--- src/rtl/life_pkg.sv ---
// Shared types and default widths for the Game-of-Life generation scheduler.
package life_pkg;

    // Scheduler phases: wait for a trigger, pulse the engine, wait for the
    // engine, wait for a frame boundary, commit the buffer swap.
    typedef enum logic [2:0] {
        IDLE     = 3'd0,
        START    = 3'd1,
        RUN      = 3'd2,
        WAIT_VBL = 3'd3,
        SWAP     = 3'd4
    } sched_state_t;

    localparam int FPG_W_DEF = 8;
    localparam int GEN_W_DEF = 16;

endpackage

--- src/rtl/life_gen_scheduler_if.sv ---
// Scheduler <-> cell-update engine handshake.
// Handshake: the scheduler (master) raises eng_start for exactly one clock to
// launch one generation; the engine (slave) answers with a one-clock eng_done
// pulse once the generation is written. No new eng_start is issued until the
// matching eng_done has been seen; eng_done arriving with no generation
// outstanding is ignored by the master.
interface life_gen_scheduler_if;
    logic eng_start;
    logic eng_done;

    modport master (output eng_start, input eng_done);
    modport slave  (input eng_start, output eng_done);
endinterface

--- src/rtl/vsync_edge.sv ---
// Turns a sync signal of either polarity into a registered one-clock tick on
// its transition into the active level. Also usable for hsync line counting.
module vsync_edge #(
    parameter bit POL = 1'b1
) (
    input  logic clk,
    input  logic rst,
    input  logic sync_i,
    output logic tick_o
);
    logic sync_q;
    logic tick_q;

    // History starts inactive so no tick can appear in the first cycle after reset.
    always_ff @(posedge clk or posedge rst) begin
        if (rst) begin
            sync_q <= ~POL;
            tick_q <= 1'b0;
        end else begin
            sync_q <= sync_i;
            tick_q <= (sync_i == POL) && (sync_q != POL);
        end
    end

    assign tick_o = tick_q;
endmodule

--- src/rtl/life_gen_scheduler.sv ---
// Sequences cell-update generations against the VGA frame rate and swaps the
// ping-pong cell buffers only on a frame boundary.
module life_gen_scheduler
    import life_pkg::*;
#(
    parameter bit VSYNC_POL = 1'b1,
    parameter int FPG_W     = FPG_W_DEF,
    parameter int GEN_W     = GEN_W_DEF
) (
    input  logic                 clk,
    input  logic                 rst,
    input  logic                 vsync,
    input  logic                 run_en,
    input  logic                 step_req,
    input  logic [FPG_W-1:0]     frames_per_gen,
    life_gen_scheduler_if.master eng,
    output logic                 disp_buf_sel,
    output logic [GEN_W-1:0]     gen_count,
    output logic                 busy,
    output logic                 overrun,
    output sched_state_t         dbg_state
);
    sched_state_t     state_q, state_d;
    logic [FPG_W-1:0] frame_cnt_q, frame_cnt_d;
    logic             buf_sel_q, buf_sel_d;
    logic [GEN_W-1:0] gen_cnt_q, gen_cnt_d;
    logic             overrun_q, overrun_d;
    logic             tick;
    logic             gen_due;
    logic [FPG_W-1:0] fpg_last;

    vsync_edge #(.POL(VSYNC_POL)) u_vsync_edge (
        .clk    (clk),
        .rst    (rst),
        .sync_i (vsync),
        .tick_o (tick)
    );

    // Last frame index of a generation period; a setting of 0 behaves as 1.
    // frames_per_gen is looked at only on ticks, so a change applies at the next compare.
    assign fpg_last = (frames_per_gen == '0) ? '0 : frames_per_gen - FPG_W'(1);
    assign gen_due  = tick && (frame_cnt_q == fpg_last);

    // FSM state register.
    always_ff @(posedge clk or posedge rst) begin
        if (rst) state_q <= IDLE;
        else     state_q <= state_d;
    end

    // FSM next state; step_req only counts when not free-running and idle, never queued.
    always_comb begin
        state_d = state_q;
        case (state_q)
            IDLE:     if (run_en ? gen_due : step_req) state_d = START;
            START:    state_d = RUN;
            RUN:      if (eng.eng_done) state_d = WAIT_VBL;
            WAIT_VBL: if (tick) state_d = SWAP;
            SWAP:     state_d = IDLE;
            default:  state_d = IDLE;
        endcase
    end

    // Datapath registers: frame counter, buffer select, generation count, overrun flag.
    always_ff @(posedge clk or posedge rst) begin
        if (rst) begin
            frame_cnt_q <= '0;
            buf_sel_q   <= 1'b0;
            gen_cnt_q   <= '0;
            overrun_q   <= 1'b0;
        end else begin
            frame_cnt_q <= frame_cnt_d;
            buf_sel_q   <= buf_sel_d;
            gen_cnt_q   <= gen_cnt_d;
            overrun_q   <= overrun_d;
        end
    end

    // Datapath next state. The counter keeps shadow-counting in RUN so a
    // generation that falls due while the engine is still busy flags overrun.
    // The swap is committed on the edge entering SWAP, so the new buffer
    // select is visible one clock after the tick, inside vertical blanking.
    always_comb begin
        frame_cnt_d = frame_cnt_q;
        buf_sel_d   = buf_sel_q;
        gen_cnt_d   = gen_cnt_q;
        overrun_d   = overrun_q;
        if (!run_en || state_q == SWAP) begin
            frame_cnt_d = '0;
        end else if (tick && (state_q == IDLE || state_q == RUN)) begin
            frame_cnt_d = gen_due ? '0 : frame_cnt_q + FPG_W'(1);
        end
        if (state_q == RUN && run_en && gen_due) overrun_d = 1'b1;
        if (state_q == WAIT_VBL && tick) begin
            buf_sel_d = ~buf_sel_q;
            gen_cnt_d = gen_cnt_q + GEN_W'(1);
        end
    end

    // FSM outputs decoded from the current state.
    always_comb begin
        eng.eng_start = (state_q == START);
        busy          = (state_q != IDLE);
    end

    assign disp_buf_sel = buf_sel_q;
    assign gen_count    = gen_cnt_q;
    assign overrun      = overrun_q;
    assign dbg_state    = state_q;
endmodule

--- src/flat_wrapper.sv ---
// flat-port wrapper written by rule: the top's interface ports become plain ports
module life_gen_scheduler_flat import life_pkg::*;
#(
    parameter bit VSYNC_POL = 1'b1,
    parameter int FPG_W     = FPG_W_DEF,
    parameter int GEN_W     = GEN_W_DEF
)
  (clk, rst, vsync, run_en, step_req, frames_per_gen, disp_buf_sel, gen_count, busy, overrun, dbg_state, eng_eng_start, eng_eng_done);
  life_gen_scheduler_if eng_i ();
  input  logic clk;
  input  logic rst;
  input  logic vsync;
  input  logic run_en;
  input  logic step_req;
  input  logic [FPG_W-1:0] frames_per_gen;
  output logic disp_buf_sel;
  output logic [GEN_W-1:0] gen_count;
  output logic busy;
  output logic overrun;
  output sched_state_t dbg_state;
  output wire logic [$bits(eng_i.eng_start)-1:0] eng_eng_start;
  input wire logic [$bits(eng_i.eng_done)-1:0] eng_eng_done;
  assign eng_eng_start = eng_i.eng_start;
  assign eng_i.eng_done = eng_eng_done;
  life_gen_scheduler #(.VSYNC_POL(VSYNC_POL), .FPG_W(FPG_W), .GEN_W(GEN_W)) u_core (.clk(clk), .rst(rst), .vsync(vsync), .run_en(run_en), .step_req(step_req), .frames_per_gen(frames_per_gen), .eng(eng_i), .disp_buf_sel(disp_buf_sel), .gen_count(gen_count), .busy(busy), .overrun(overrun), .dbg_state(dbg_state));
endmodule
--- config.mk ---
export PLATFORM = sky130hd
export DESIGN_NAME = life_gen_scheduler_flat
export DESIGN_NICKNAME = d
export VERILOG_FILES = /design/src/rtl/life_pkg.sv /design/src/rtl/life_gen_scheduler_if.sv /design/src/rtl/vsync_edge.sv /design/src/rtl/life_gen_scheduler.sv /design/src/flat_wrapper.sv
export SDC_FILE = /design/constraint.sdc
export NUM_CORES = 1
export LEC_CHECK = 0
export ABC_CLOCK_PERIOD_IN_PS = 5300
export BUFFER_PORTS_ARGS = -buffer_cell sky130_fd_sc_hd__buf_4
export CAP_MARGIN = 10
export CORE_MARGIN = 2
export CORE_UTILIZATION = 30
export CTS_BUF_LIST = sky130_fd_sc_hd__clkbuf_16
export DETAILED_ROUTE_END_ITERATION = 8
export GPL_TIMING_DRIVEN = 0
export PLACE_DENSITY_LB_ADDON = 0.1
export REMOVE_ABC_BUFFERS = 1
export SYNTH_ARGS = -nofsm -noshare
export SYNTH_HDL_FRONTEND = slang
export SYNTH_SLANG_ARGS = --single-unit
--- constraint.sdc ---
create_clock -name clk -period 5.3 [get_ports clk]
set_clock_uncertainty 0.15 [all_clocks]
set_input_delay 0.53 -clock clk [delete_from_list [all_inputs] [get_ports clk]]
set_output_delay 0.53 -clock clk [all_outputs]
set_load 0.1 [all_outputs]
; After elaboration in Yosys (flattened, before gate mapping)
; Index checks and enable logic that the tools add are counted.
[classes]
addsub = 3
n_eq_ne = 8
muxes = 9
bitwise_logic = 2
reduce_logical = 14
[ops]
columns = operator, n
row1 = $mux 8, 4
row2 = $add 16x1->16 const B, 1
row3 = $pmux 3 s4, 1
row4 = $mux 3, 3
row5 = $add 8x1->8 const B, 1
row6 = $eq 8x8->1, 1
row7 = $logic_not 8->1, 1
row8 = $sub 8x1->8 const B, 1
row9 = $eq 3x2->1 const B, 2
row10 = $logic_and 1x1->1, 6
row11 = $ne 2x2->1 const B, 2
row12 = $eq 3x1->1 const B, 1
row13 = $eq 3x3->1 const B, 1
row14 = $logic_not 3->1, 1
row15 = $reduce_and 3->1, 1
row16 = $reduce_bool 3->1, 1
row17 = $logic_or 1x1->1, 2
row18 = $ne 2x1->1 const B, 1
row19 = $not 1->1, 2
row20 = $reduce_bool 2->1, 1
row21 = $logic_not 1->1, 1
row22 = $mux 1, 1
[totals]
ff_bits = 31
input_bits = 14
output_inout_bits = 23

; Logic depth before layout (Yosys ltp)
; Gate-level depths: netlist of run 1.
[depth]
word_depth = 7
ltp_mapped = 9

; By module
; From an unflattened synthesis of run 1, not the netlist that was laid out.
[unflattened]
hier_cells = 189
area_unflattened_um2 = 1838.0
[by_module_without_submodules]
columns = mod, instances, cells_per_inst, area_each_um2, seq_area_each_um2
row1 = life_gen_scheduler, 1, 185, 1770.4, 725.7
row2 = vsync_edge, 1, 4, 67.6, 50.0

; Worst setup path after synthesis of run 1
; OpenSTA, ideal clock, no wires.
[synth_timing]
kind = reg2out
start = register u_core.state_q[0], in the netlist u_core.dbg_state[0]
end = output eng_eng_start
t_arrival_ps = 3320
path_slack_ps = 1300
path_stages_with_launch = 3
path_buffers = 0
cell_sequence = dfrtp_1 > inv_1 > nor3_1
[synth_via]
elab_chain_len = 1
[synth_rtl]
columns = element, line_no
row1 = start: declaration, life_gen_scheduler.sv:23  ; sched_state_t state_q, state_d;
row2 = start signal: assignment, life_gen_scheduler.sv:47  ; else state_q <= state_d;
row3 = $eq 3x1->1, life_gen_scheduler.sv:101  ; eng.eng_start = (state_q == START);
row4 = end: declaration, flat_wrapper.sv:21  ; output wire logic [$bits(eng_i.eng_start)-1:0] eng_eng_start;
; Every way passes these cells.

; Worst setup path after layout of run 1
[layout_timing]
start = input frames_per_gen[0]
end = register u_core.frame_cnt_q[4]
[layout_via]
elab_chain_len = 7
[layout_rtl]
columns = element, line_no
row1 = start: declaration, flat_wrapper.sv:15  ; input logic [FPG_W-1:0] frames_per_gen;
row2 = $sub 8x1->8 or $logic_not 8->1 (tied branches), life_gen_scheduler.sv:41  ; assign fpg_last = (frames_per_gen == '0) ? '0 : frames_per_gen - FPG_W'(1);
row3 = $mux 8 (*), life_gen_scheduler.sv:41
row4 = $eq 8x8->1 (*), life_gen_scheduler.sv:42  ; assign gen_due = tick && (frame_cnt_q == fpg_last);
row5 = $logic_and 1x1->1 (*), life_gen_scheduler.sv:42
row6 = $mux 8 (*), life_gen_scheduler.sv:90  ; frame_cnt_d = gen_due ? '0 : frame_cnt_q + FPG_W'(1);
row7 = $mux 8 (*), life_gen_scheduler.sv:89  ; end else if (tick && (state_q == IDLE || state_q == RUN)) begin
row8 = $mux 8 (*), life_gen_scheduler.sv:87  ; if (!run_en || state_q == SWAP) begin
row9 = end signal: assignment, life_gen_scheduler.sv:71  ; frame_cnt_q <= frame_cnt_d;
row10 = end: declaration, life_gen_scheduler.sv:24  ; logic [FPG_W-1:0] frame_cnt_q, frame_cnt_d;
; Mark *: on every way between the ends. The rest lies on a longest branch, timed or not. The select of a mux whose other input is x is not followed.
; A chain may end at the register's enable or synchronous reset.

==> key figures, run 1 <==
Status
  • Status: finished clean

Die
  • Row count: 27
  • Die width: 80.6 um
  • Initial core utilization: 0.316
  • Die H: 80.6 um
  • # IOs: 37
  • DIE AREA: 6500 um2
  • Core ar.: 5570 um2

Logic synthesis
  • Top FF cell, synth: dfrtp_1
  • Synth warnings: 0
  • Syn_area_per_cell: 10.2 um2
  • Syn Inst Count: 173
  • Post-synth top cells: dfrtp_1, xnor2_1, nand2_1, nand3_1, nor2_1
  • Register area share after synthesis: 0.440
  • Synth Register Bits: 31
  • Mapped cell area: 1760 um2
  • Distinct cells, synth: 48
  • Top cell type's share of synthesized area: 0.440
  • EDFF count, synth: 0
  • Count leader, synth: dfrtp_1
  • Synth top area cells: dfrtp_1, xnor2_1, nand2_1
  • Asr flop ratio synth: 1.00
  • Yosys top cell by area: dfrtp_1

CTS
  • Clock network latency to the later pin of the worst-skew pair: 270 ps
  • CTS buffer count: 5
  • CTS H-tree depth: 2
  • CTS tree: built
  • Clock-pin slew on the worst setup and hold paths: 50 ps
  • Post-CTS resize count: 0
  • Clk root buf: clkbuf_16
  • Hold Buf Count CTS: 0
  • Clock Path Buffers: 2
  • Clock sinks: 31
  • Post-CTS Setup Inserts: 0

STA
  • Setup-failing EPs final: 0
  • RSZ-0062 raised after global routing: no
  • Setup TNS: 0 ps
  • Final worst path period need: approximately 3000 ps
  • Post-route clock period utilization: 0.565
  • Worst rel slew slack: 0.516
  • Fin. Hold Viols: 0
  • Fmax: 334 MHz
  • Final max-slew violation count: 0
  • Slew @ Worst Pin: 726 ps

Global routing
  • Grt ovf: 0
  • Vias in the first global route: 1437
  • Global-route wire length before repair: between 6000 and 7000 um
  • Tot GR Track Use: 0.133
  • Largest net degree at the start of global routing: 32
  • Initial antenna violation count: 0

Finish
  • Final Util: 0.406
  • Non-Filler Instances: approximately 290
  • Antenna cells: 0
  • # nets final: 231
  • Layout cells sized above 1: 0.252
  • Fillers: 562
  • Area Overhead vs Synth: 28.6%

Route
  • Initial DRC Count: 79
  • Vias: around 1400
  • # DRC: 0
  • Wirelength per Cell: 13.8 um
  • WL final: ~4000 um
  • ANT nets after route: 0
  • Via/cell ratio: 5.00
  • Drt first pass iters: 4

Critical path
  • Worst Path Arrival: 3000 ps
  • Worst path cell trace: buf_4 > inv_1 > ha_1 > or4b_1 > nor2_1 > mux2i_1 > xnor2_1 > o31ai_4 > nor3_1 > a221o_1
  • Critical Path End Type: flip-flop
  • Critical path's slowest cell: or4b_1
  • Critical path launch point type: input port
  • Critical path class: in -> reg
  • Crit path max fanout: 8
  • RR Startpoint: u_core.dbg_state[1]$_DFFE_PP0P_
  • WP data required: approximately 5300 ps
  • Critical Path Max Stage Delay: 570 ps
  • Worst setup startpoint: frames_per_gen[0]

Power
  • Power Dens Cells: 431 nW/um2
  • Lkg Pwr: 0.00101 uW
  • Peak VDD IR: roughly 380 uV

Run
  • # Max-Cap Violations: 0

Hold path
  • Hold WC Path Type: in -> reg
  • Hold_sp: vsync

Place
  • Gpl congestion: 0.769
  • Port bufs: 36
  • Detailed placer's ending HPWL: 2830 um
  • Placed cells: between 200 and 300
## final cells by class
| class | instances | area [um2] | share of cell area |
|---|---|---|---|
| Multi-Input combinational cell | 133 | 945 | 0.417 |
| Sequential cell | 31 | 776 | 0.343 |
| Timing Repair Buffer | 37 | 298 | 0.131 |
| Clock buffer | 5 | 125 | 0.0552 |
| Tap cell | 72 | 90.1 | 0.0398 |
| Inverter | 6 | 22.5 | 0.00994 |
| Clock inverter | 2 | 8.76 | 0.00387 |
## worst max-delay path, delay by kind of cell
| family | cells | cell delay (ps) |
|---|---|---|
| buffers and inverters | 2 | 210 |
| adder cells (fa/ha/maj) | 1 | 280 |
| multiplexers | 1 | 240 |
| AO/OA/AOI/OAI | 2 | 720 |
| AND/OR/NAND/NOR | 3 | 850 |
| XOR/XNOR | 1 | 150 |
## placed cells by master (no fill, tap or decap), types with 3 or more instances in the layout
cell type,synthesis,final
buf_4,0,36
dfrtp_1,31,31
xnor2_1,16,16
nand2_1,14,14
nand3_1,8,8
nor2_1,8,8
inv_1,6,6
nor3_1,6,6
xor2_1,6,6
o21ai_0,5,5
clkbuf_16,0,5
and3_1,4,4
nor2b_1,4,4
or3_1,4,4
a21oi_1,4,4
o211ai_1,4,4
nand4_1,3,3
mux2i_1,3,3
o21a_1,3,3
or2_2,3,3
a21o_1,3,3
ha_1,3,3
## kinds of logic after synthesis
logic type	count (synthesis)	synth area share
flops	31	0.440
fa+ha+maj	3	0.0213
simple gates	69	0.222
xor+xnor	22	0.109
buf+inv	9	0.0234
mux	4	0.0234
compound gates	35	0.160
## through the flow
stage	hold slack, ps	instance area (um2)	total power, uW	worst slack (ps)
6_report	228	2260	976	2300
4_1_cts	220	2240	986	2310
2_1_floorplan	228	1740	625	1300
3_5_place_dp	245	2100	717	2020
3_3_place_gp	235	2100	713	2080
5_1_grt	221	2260	1020	2110
## flip-flops by register name (all words and copies together), names as in the netlist
name                        cells
u_core.frame_cnt_q              8
u_core.overrun                  1
u_core.dbg_state                3
u_core.gen_count               16
u_core.u_vsync_edge.tick_o      1
u_core.u_vsync_edge.sync_q      1
u_core.disp_buf_sel             1
## report_power, final
group / switching [uW] / internal (uW)
clock: 92.6 / 168
combinational: 317 / 92.9
sequential: 38.6 / 268
## path summary, 6_finish.rpt
check | cells past startpoint | slack, ps | end
hold reg to reg | 1 | 250 | u_core.u_vsync_edge.tick_o$_DFF_PP0_
min in group asynchronous | 2 | 240 | u_core.gen_count[6]$_DFFE_PP0P_
setup reg to reg | 7 | 2500 | u_core.gen_count[15]$_DFFE_PP0P_
setup / recovery | 10 | 2300 | u_core.frame_cnt_q[4]$_DFFE_PP0P_
hold / removal | 1 | 230 | u_core.u_vsync_edge.sync_q$_DFF_PP0_
max in group asynchronous | 3 | 4240 | u_core.dbg_state[0]$_DFFE_PP0P_
## per-layer routing
layer / vias up / global-route usage / part of all wire
li1: 717 / - / -
met5: - / 0 / 0
met2: 27 / 0.219 / 0.48
met1: 683 / 0.170 / 0.47
met3: 4 / 0.0326 / 0.041
met4: 0 / 0.0458 / 0.0074
(Power assumes the default switching activity.)
==> run 2: changes to the inputs <==
--- a/config.mk
+++ b/config.mk
@@ -5,7 +5,7 @@
 export SDC_FILE = /design/constraint.sdc
 export NUM_CORES = 1
 export LEC_CHECK = 0
-export ABC_CLOCK_PERIOD_IN_PS = 5300
+export ABC_CLOCK_PERIOD_IN_PS = 2550
 export BUFFER_PORTS_ARGS = -buffer_cell sky130_fd_sc_hd__buf_4
 export CAP_MARGIN = 10
 export CORE_MARGIN = 2
==> constraint.sdc (replaced) <==
create_clock -name clk -period 2.55 [get_ports clk]
set_clock_uncertainty 0.15 [all_clocks]
set_input_delay 0.255 -clock clk [delete_from_list [all_inputs] [get_ports clk]]
set_output_delay 0.255 -clock clk [all_outputs]
set_load 0.1 [all_outputs]
==> run 2 against run 1 <==
  * The run now ends with negative hold slack left
  * Largest cell class unchanged
  * Hold slack lost 270 ps
  * Critical path depth grew 1
  * Via count grew 3.1%
  * Register-to-register slack lost 2300 ps
  * Sequential cell count is the same
  * Routed wire length grew 1.5%
  * Worst setup slack lost 2200 ps
  * Total power grew 110%
  * Die area is the same
==> key figures, run 2 (synthesized netlist as in run 1, its figures left out) <==
STA
  • Slew @ Worst Pin: 724 ps
  • Fin. Hold Viols: 15
  • Final max-slew violation count: 0
  • Worst rel slew slack: 0.517
  • RSZ-0062 raised after global routing: yes
  • Final worst path period need: 2480 ps
  • Post-route clock period utilization: 0.973
  • Setup TNS: 0 ps
  • Fmax: 403 MHz
  • Final hold slack: -37.8 ps
  • Worst setup margin: ~68 ps
  • Setup-failing EPs final: 0

Place
  • Port bufs: 36
  • Gpl congestion: 0.769
  • Detailed placer's ending HPWL: around 2800 um
  • Pre-CTS worst setup slack: -459 ps
  • Placed cells: approximately 280

Die
  • Row count: 27
  • Initial core utilization: 0.316
  • Die width: 80.6 um
  • # IOs: 37
  • Core ar.: 5570 um2
  • DIE AREA: 6500 um2
  • Die H: 80.6 um

Route
  • WL final: 4000 um
  • Wirelength per Cell: ~14 um
  • Vias: 1476
  • ANT nets after route: 0
  • # DRC: 0
  • Drt first pass iters: 4
  • Via/cell ratio: 5.04
  • Initial DRC Count: 73

Finish
  • Commonest non-fill, non-tap cell in the layout: buf_4
  • Non-Filler Instances: 293
  • Flip-flop count of the largest register after layout: 16
  • Antenna cells: 0
  • Commonest non-fill, non-tap cells in the layout: buf_4, dfrtp_1, xnor2_1
  • # nets final: roughly 240
  • Fillers: 555
  • Area Overhead vs Synth: 34.2%
  • Layout cells sized above 1: 0.294

Critical path
  • Crit path max fanout: 6
  • Critical path's slowest cell: or4b_4
  • Buf+Inv Stages, Crit Path: 3
  • Worst Path Arrival: 2490 ps
  • Critical path launch point type: input port
  • Worst path cell trace: buf_4 > inv_2 > ha_4 > or4b_4 > o221ai_1 > o2bb2ai_1 > o211ai_1 > o31ai_4 > buf_6 > o21bai_1 > a21o_1
  • Critical path class: in -> reg
  • Critical Path End Type: flip-flop
  • Cell family with most CP delay: compound AO/OA/AOI/OAI gates
  • Critical Path Max Stage Delay: 510 ps
  • WP data required: 2560 ps

Power
  • Power Dens Cells: 870 nW/um2
  • Lkg Pwr: 0.00106 uW
  • Overall Power: about 2100 uW
  • Sw frac: 0.458
  • Sequential Power Share: 0.310
  • Peak VDD IR: 792 uV
  • P_sw: 942 uW
  • Internal power: 1120 uW
  • Clock power frac: 0.264
  • Comb power frac: 0.426

CTS
  • Clk root buf: clkbuf_16
  • Clock-pin slew on the worst setup and hold paths: roughly 50 ps
  • CTS tree: built
  • Clock sinks: 31
  • Clock Path Buffers: 2
  • CTS buffer count: 5
  • CTS H-tree depth: 2
  • Clock network latency to the later pin of the worst-skew pair: around 270 ps

Global routing
  • Initial antenna violation count: 0
  • Global-route wire length before repair: 6760 um
  • Grt ovf: 0
  • Vias in the first global route: around 1500
  • Largest net degree at the start of global routing: 32
  • Tot GR Track Use: 0.133

Run
  • # Max-Cap Violations: 0

Status
  • Failing checks: negative hold slack
  • Status: finished with violations

Hold path
  • Hold WC Path Type: in -> async
run 2: power by group through the flow:
stage          combinational, uW  clock, uW  sequential, uW
5_1_grt                      914        590             650
3_3_place_gp                 843          0             638
3_5_place_dp                 849          0             641
2_1_floorplan                258          0            1040
4_1_cts                      864        563             637
6_report                     877        543             637
run 2: area by class of cell:
| cell class | instances | area [um2] | share of cell area |
|---|---|---|---|
| multi-input cells | 133 | 986 | 0.417 |
| flip-flops and latches | 31 | 776 | 0.328 |
| repair buffers | 44 | 357 | 0.151 |
| clock buffers | 5 | 125 | 0.0529 |
| well taps | 72 | 90.1 | 0.0381 |
| inverters | 6 | 22.5 | 0.00952 |
| clock inverters | 2 | 8.76 | 0.00370 |
run 2: repair_timing:
action / 4_1_cts / 5_1_grt
hold buffers: 1 / 0
buffers inserted: 2 / 4
resized for setup: 4 / 5
setup endpoints to repair: 9 / 13
gates cloned: 0 / 0
pin swaps: 1 / 4
endpoints found under the hold margin: 1 / 0
run 2: final timing paths:
check	from	endpoint	slack, ps	cells past startpoint
min in group clk	run_en	u_core.overrun$_DFFE_PP0P_	130	2
setup reg to reg	u_core.frame_cnt_q[5]$_DFFE_PP0P_	u_core.frame_cnt_q[2]$_DFFE_PP0P_	200	8
max in group asynchronous	rst	u_core.dbg_state[0]$_DFFE_PP0P_	1760	3
hold / removal	rst	u_core.gen_count[6]$_DFFE_PP0P_	-40	2
setup / recovery	frames_per_gen[0]	u_core.frame_cnt_q[2]$_DFFE_PP0P_	70	11
hold reg to reg	u_core.u_vsync_edge.sync_q$_DFF_PP0_	u_core.u_vsync_edge.tick_o$_DFF_PP0_	250	1
run 2: per-layer routing:
metal | routed length, um | part of all wire | vias to the layer above | GRT usage
met1 | 1850 | 0.46 | 708 | 0.167
met4 | 19 | 0.0048 | 0 | 0.0458
met3 | 184 | 0.046 | 2 | 0.0326
met2 | 1950 | 0.49 | 34 | 0.223
li1 | - | - | 732 | -
met5 | 0 | 0 | - | 0
run 2: per-stage QoR:
step	instance area (um2)	utilization	hold WS (ps)
after global routing	2360	0.424	5.18
final	2360	0.424	-37.8
after global placement	2100	0.377	222
after floorplan	1740	-	136
after CTS	2280	0.409	118
after detailed placement	2100	0.377	224
